## src/rtl/bloom_filter_query.sv

```systemverilog
// Bloom filter membership query: hashes a 72-bit key into three 12-bit indices
// and probes the filter BRAM one bit at a time, stopping early on the first clear bit.
module bloom_filter_query #(
   parameter int BRAM_LAT = 1
) (
   input  logic        clka,
   input  logic        rst_n,
   input  logic [71:0] data_in,
   input  logic        start,
   output logic        busy,
   output logic        done,
   output logic        hit,
   output logic        bram_en,
   output logic [6:0]  bram_addr,
   input  logic [31:0] bram_dout
);

   typedef enum logic [2:0] {
      IDLE  = 3'd0,
      HASH  = 3'd1,
      ISSUE = 3'd2,
      WAIT  = 3'd3,
      CHECK = 3'd4,
      DONE  = 3'd5
   } state_t;

   state_t            state_r;
   logic [71:0]       key_r;
   logic [2:0][11:0]  h_r;
   logic [1:0]        p_r;

   logic [2:0][11:0]  hash_s;
   logic [11:0]       sum_s;
   logic [4:0]        cur_bit_s;
   logic [1:0]        nxt_p_s;
   logic [6:0]        nxt_addr_s;
   logic              probe_set_s;

   function automatic logic [11:0] rotl12(input logic [11:0] v, input int n);
      logic [11:0] r;
      r = (v << n) | (v >> (12 - n));
      return r;
   endfunction

   // Hash indices from the latched key; the 12-bit sum wraps modulo 4096 by width.
   always_comb begin
      hash_s = '0;
      sum_s  = 12'd0;
      for (int j = 0; j < 6; j++) begin
         hash_s[0] = hash_s[0] ^ key_r[12*j +: 12];
         sum_s     = sum_s + key_r[12*j +: 12];
         hash_s[2] = hash_s[2] ^ rotl12(key_r[12*j +: 12], j);
      end
      hash_s[1] = sum_s;
   end

   // Bit under test for the current probe and word address of the next probe.
   always_comb begin
      nxt_p_s = p_r + 2'd1;
      case (p_r)
         2'd0:    cur_bit_s = h_r[0][4:0];
         2'd1:    cur_bit_s = h_r[1][4:0];
         2'd2:    cur_bit_s = h_r[2][4:0];
         default: cur_bit_s = h_r[2][4:0];
      endcase
      case (nxt_p_s)
         2'd0:    nxt_addr_s = h_r[0][11:5];
         2'd1:    nxt_addr_s = h_r[1][11:5];
         2'd2:    nxt_addr_s = h_r[2][11:5];
         default: nxt_addr_s = h_r[2][11:5];
      endcase
      probe_set_s = bram_dout[cur_bit_s];
   end

   // Query FSM; outputs are registered on the transition into the state that owns them.
   always_ff @(posedge clka or negedge rst_n) begin
      if (!rst_n) begin
         state_r   <= IDLE;
         key_r     <= 72'd0;
         h_r       <= '0;
         p_r       <= 2'd0;
         busy      <= 1'b0;
         done      <= 1'b0;
         hit       <= 1'b0;
         bram_en   <= 1'b0;
         bram_addr <= 7'd0;
      end else begin
         bram_en <= 1'b0;
         done    <= 1'b0;
         case (state_r)
            IDLE: begin
               if (start) begin
                  key_r   <= data_in;
                  hit     <= 1'b0;
                  busy    <= 1'b1;
                  state_r <= HASH;
               end
            end
            HASH: begin
               h_r       <= hash_s;
               p_r       <= 2'd0;
               bram_en   <= 1'b1;
               bram_addr <= hash_s[0][11:5];
               state_r   <= ISSUE;
            end
            ISSUE: begin
               state_r <= (BRAM_LAT == 2) ? WAIT : CHECK;
            end
            WAIT: begin
               state_r <= CHECK;
            end
            CHECK: begin
               if (!probe_set_s) begin
                  hit     <= 1'b0;
                  done    <= 1'b1;
                  state_r <= DONE;
               end else if (p_r == 2'd2) begin
                  hit     <= 1'b1;
                  done    <= 1'b1;
                  state_r <= DONE;
               end else begin
                  p_r       <= nxt_p_s;
                  bram_en   <= 1'b1;
                  bram_addr <= nxt_addr_s;
                  state_r   <= ISSUE;
               end
            end
            DONE: begin
               busy    <= 1'b0;
               state_r <= IDLE;
            end
            default: begin
               busy    <= 1'b0;
               state_r <= IDLE;
            end
         endcase
      end
   end

endmodule

```

## config.mk

```make
export PLATFORM = sky130hd
export DESIGN_NAME = bloom_filter_query
export DESIGN_NICKNAME = d
export VERILOG_FILES = /design/src/rtl/bloom_filter_query.sv
export SDC_FILE = /design/constraint.sdc
export NUM_CORES = 1
export LEC_CHECK = 0
export BUFFER_PORTS_ARGS = -buffer_cell sky130_fd_sc_hd__buf_2
export CELL_PAD_IN_SITES_DETAIL_PLACEMENT = 0
export CELL_PAD_IN_SITES_GLOBAL_PLACEMENT = 1
export CORE_UTILIZATION = 42
export CTS_BUF_LIST = sky130_fd_sc_hd__clkbuf_4
export CTS_CLUSTER_SIZE = 14
export DETAILED_ROUTE_END_ITERATION = 6
export HOLD_SLACK_MARGIN = 0.1
export PLACE_DENSITY_LB_ADDON = 0.12
export SLEW_MARGIN = 20
export SYNTH_ARGS = -nofsm -noshare
export SYNTH_HDL_FRONTEND = slang
export SYNTH_SLANG_ARGS = --single-unit
export TNS_END_PERCENT = 30
```

## constraint.sdc

```tcl
create_clock -name clka -period 4.2 [get_ports clka]
set_clock_uncertainty 0.1 [all_clocks]
set_input_delay 0.84 -clock clka [delete_from_list [all_inputs] [get_ports clka]]
set_output_delay 0.84 -clock clka [all_outputs]
set_load 0.1 [all_outputs]
```

# ---- Word-level counts from Yosys, hierarchy flattened
# Cells that the tools add are included.
dict set report classes {
  addsub 6
  n_lt_le_gt_ge 1
  eq_ne 11
  mux 26
  bitwise_logic 16
  reduce_logical 11
}
# operator count
set op_table {}
lappend op_table {{$xor A12 B12 Y12} 10}
lappend op_table {{$add A12 B12 Y12} 5}
lappend op_table {{$pmux W7 S2} 2}
lappend op_table {{$mux W7} 2}
lappend op_table {{$or A12 B1 Y12} 1}
lappend op_table {{$or A12 B2 Y12} 1}
lappend op_table {{$or A12 B3 Y12} 1}
lappend op_table {{$or A12 B4 Y12} 1}
lappend op_table {{$or A12 B5 Y12} 1}
lappend op_table {{$pmux W3 S4} 1}
lappend op_table {{$mux W1} 10}
lappend op_table {{$pmux W5 S2} 1}
lappend op_table {{$mux W3} 3}
lappend op_table {{$eq A3 B2 Y1 const B} 2}
lappend op_table {{$lt A5 B6 Y1 const B} 1}
lappend op_table {{$ne A2 B2 Y1 const B} 3}
lappend op_table {{$pmux W1 S2} 3}
lappend op_table {{$reduce_and A3 Y1} 2}
lappend op_table {{$bmux W1 S5} 1}
lappend op_table {{$eq A2 B1 Y1 const B} 2}
lappend op_table {{$logic_not A2 Y1} 2}
lappend op_table {{$mux W2} 2}
lappend op_table {{$pmux W2 S2} 1}
lappend op_table {{$reduce_and A2 Y1} 2}
lappend op_table {{10 further kinds} 11}
dict set report word_totals {
  register_bits 124
}

# ---- Longest topological paths before layout
dict set report depth {
  word_depth 6
  ltp_mapped 18
}

# ---- Worst setup path before layout
# Ideal clock, no wire load.
dict set report synth_timing {
  path_type {reg2reg}
  from {register key_r[3]}
  to {register h_r[23] (netlist name)}
  arrival_ns 3.818
  setup_slack_ns 0.147
  path_stages_with_launch 15
  n_path_buf 0
  path_cell_list {dfrtp_1 -> fa_1 -> inv_1 -> fa_1 -> fa_1 -> inv_1 -> ha_1 -> a21o_1 -> a21oi_1 -> o21ai_0 -> a2111oi_0 -> nor3_1 -> a31oi_1 -> xnor2_1 -> o21ai_0}
}
dict set report synth_between {
  elab_chain_len 5
}
# item line
set synth_rtl {}
lappend synth_rtl {{start: declaration} 28} ;# logic [71:0] key_r;
lappend synth_rtl {{start signal: assignment} 93} ;# key_r <= data_in;
lappend synth_rtl {{$add A12 B12 Y12 (5 in series)} 51} ;# sum_s = sum_s + key_r[12*j +: 12];
lappend synth_rtl {{end signal: assignment} 100} ;# h_r <= hash_s;
lappend synth_rtl {{end: declaration} 29} ;# logic [2:0][11:0] h_r;
# Every way passes these cells.
# A chain may end at the register's enable or synchronous reset.

# ---- Worst setup path after layout
# Same ends and word-level chain as after synthesis.

==> metrics <==
Clock Latency Late Sink between 0.5 and 0.6 ns; clk sinks approximately 120; first-pass GRT wire length around 28000 um; GRT Max-Usage Layer met2; Reg clk slew, reported paths approximately 0.12 ns; DR iter-0 viols between 200 and 250; fmax around 250 MHz; crit path max fanout 2; row count 48; clk buf depth 2; final setup fails 0; routing usage on met2 0.314; share of layout cells above drive strength 1 0.285; # DRC 0; Hold Crit Class input port to asynchronous set/reset pin; chip width 135 um; CTS tree done; synthesized area per cell between 10 and 15 um^2; RSZ-0062 raised after global routing no; final worst slack 0.268 ns; Die ar. 18300 um^2; register area share after synthesis 0.417; final hold viol count 0; CP Launch Type flop; GRT overflow 0; final WL 16900 um; clock root cell clkbuf_4; nets@finish 992; Inserted Clock Buffers 17; fin. max-slew vios 0; vias per cell roughly 4.8; average wire per cell in the routed design about 16 um; core area roughly 17000 um^2; Placement Setup Slack -0.0609 ns; CP startpoint key_r[3]; # fillers between 1500 and 2000; synth top area cells dfrtp_1 42%, fa_1 12%, xnor2_1 11%, mux2_2 7.6%, nand2_1 4.7%; Slew HR 0.295; Setup crit end kind flop; CTS Hold Bufs 0; via count ~5100; final critical-path required period ~3.9 ns; max-cap violations 0; H-tree Lvls 4; met3 Usage GRT 0.0367; fin crit share 0.936; Crit path required time 4.51 ns; reg-to-reg startpoint key_r[3]; Yosys warnings 0; antenna viol nets, final 0; vias in the first global route between 5000 and 6000; area delta synth->final 17.2%; Fin Hold WS 0.264 ns; Syn Inst Count between 600 and 700; Data arrival, critical path around 4.2 ns; I/O pin cnt 118; Setup CP Type flop to flop; Synth cell types 33; #FFs+latches synth 124; Placer Congestion 0.829; met1 GRT Util 0.283; global-route usage over all layers 0.202; Slew @ Worst Pin ~1.1 ns; die height around 140 um; syn_nets 858; initial antenna violation count 1; largest net degree at the start of global routing 95; PortBufs around 120; status completed; initial core utilization 0.430; HPWL after detailed placement between 10000 and 15000 um; Yosys top cell area share 0.417; drt pass-1 iters 4; Synth Cell Area approximately 7400 um^2; biggest area consumer among synthesized cells dfrtp_1
[final timing paths]
check,to,slack (ns),cells after the start
min in group clka,key_r[24],0.39,3
setup reg to reg,h_r[23],0.27,14
max in group asynchronous,key_r[37],2.87,2
hold reg to reg,h_r[14],0.39,2
hold / removal,state_r[0],0.26,1
setup / recovery,h_r[23],0.27,14
[state kept, by name, summed over array words and instances (netlist names)]
register / flops
bram_addr: 7
bram_en: 1
busy: 1
done: 1
h_r: 36
hit: 1
key_r: 72
p_r: 2
state_r: 3
[placed cells by master, fill, tap and decap left out, types with 3 or more instances in the layout]
cell type / n
xnor2_1: 96
nand2_1: 92
dfrtp_1: 124
ha_1: 14
a22o_1: 3
a21oi_1: 14
clkbuf_4: 17
a22oi_1: 10
inv_1: 88
buf_2: 116
buf_4: 20
mux4_2: 7
mux2_2: 50
o31ai_1: 4
mux2i_1: 8
o21ai_0: 64
inv_6: 5
nor2_1: 15
clkinv_4: 4
xor2_1: 11
fa_1: 42
[through the flow]
| step | cell area, um^2 | cells | setup TNS [ns] | utilization |
|---|---|---|---|---|
| after global routing | 8720 | 1066 | 0 | 0.504 |
| final | 8720 | 1066 | 0 | 0.504 |
| after floorplan | 7450 | 693 | 0 | - |
| after CTS | 8660 | 1061 | 0 | 0.501 |
| after detailed placement | 8370 | 1029 | -0.0609 | 0.484 |
| after global placement | 8370 | 1029 | 0 | 0.484 |
[worst max-delay path, cell delays in order (launching register included)]
cell and delay [ns]:
dfrtp_1 0.42, fa_1 0.56, inv_1 0.06, fa_1 0.49, fa_1 0.52, inv_1 0.05, ha_1 0.28, a21o_1 0.19
a21oi_2 0.15, o21ai_1 0.09, a2111oi_1 0.35, nor3_1 0.12, a31oi_1 0.21, xnor2_1 0.13, o21ai_0 0.09
[repair_timing]
action                                  in CTS  in global routing
setup buffers                                0                  4
gates resized for setup                      3                 11
pin swaps                                    0                  8
endpoints found under the setup margin       2                  4
[logic make-up after synthesis]
group	count (synthesis)	synth area share
compound gates	109	0.0857
mux	67	0.113
buf+inv	110	0.0555
fa+ha+maj	58	0.141
flops	124	0.417
simple gates	118	0.0625
xor+xnor	107	0.126
[Yosys cell counts, drive strengths merged]
library cell,instances
a2111oi,1
a21boi,2
a21o,2
a21oi,17
a22o,3
a22oi,10
a31oi,1
and2,3
and3,1
buf,4
clkbuf,18
dfrtp,124
fa,43
ha,15
inv,88
mux2,50
mux2i,9
mux4,8
nand2,93
nor2,16
nor2b,2
nor3,2
o21ai,68
o31ai,5
or3,1
xnor2,96
xor2,11
[per-layer routing]
layer  share of wire  up-vias  wire length (um)
met3           0.055       17               924
met1            0.48     2448              8150
met2            0.45      140              7530
met4           0.015        0               256
li1                -     2508                 -
met5               0        -                 0
[area by class of cell]
type	instances	area, um^2	share of cell area
clock inverter	15	163	0.0186
inverter	88	330	0.0379
antenna	1	2.50	0.000287
sequential	124	3100	0.356
multi-input combinational	459	3970	0.455
timing repair buffer	137	751	0.0861
clock buffer	17	128	0.0146
tap	225	282	0.0323
Power is not shown: default switching activity piles up to over one toggle a cycle in this logic, so the estimate is an artifact.
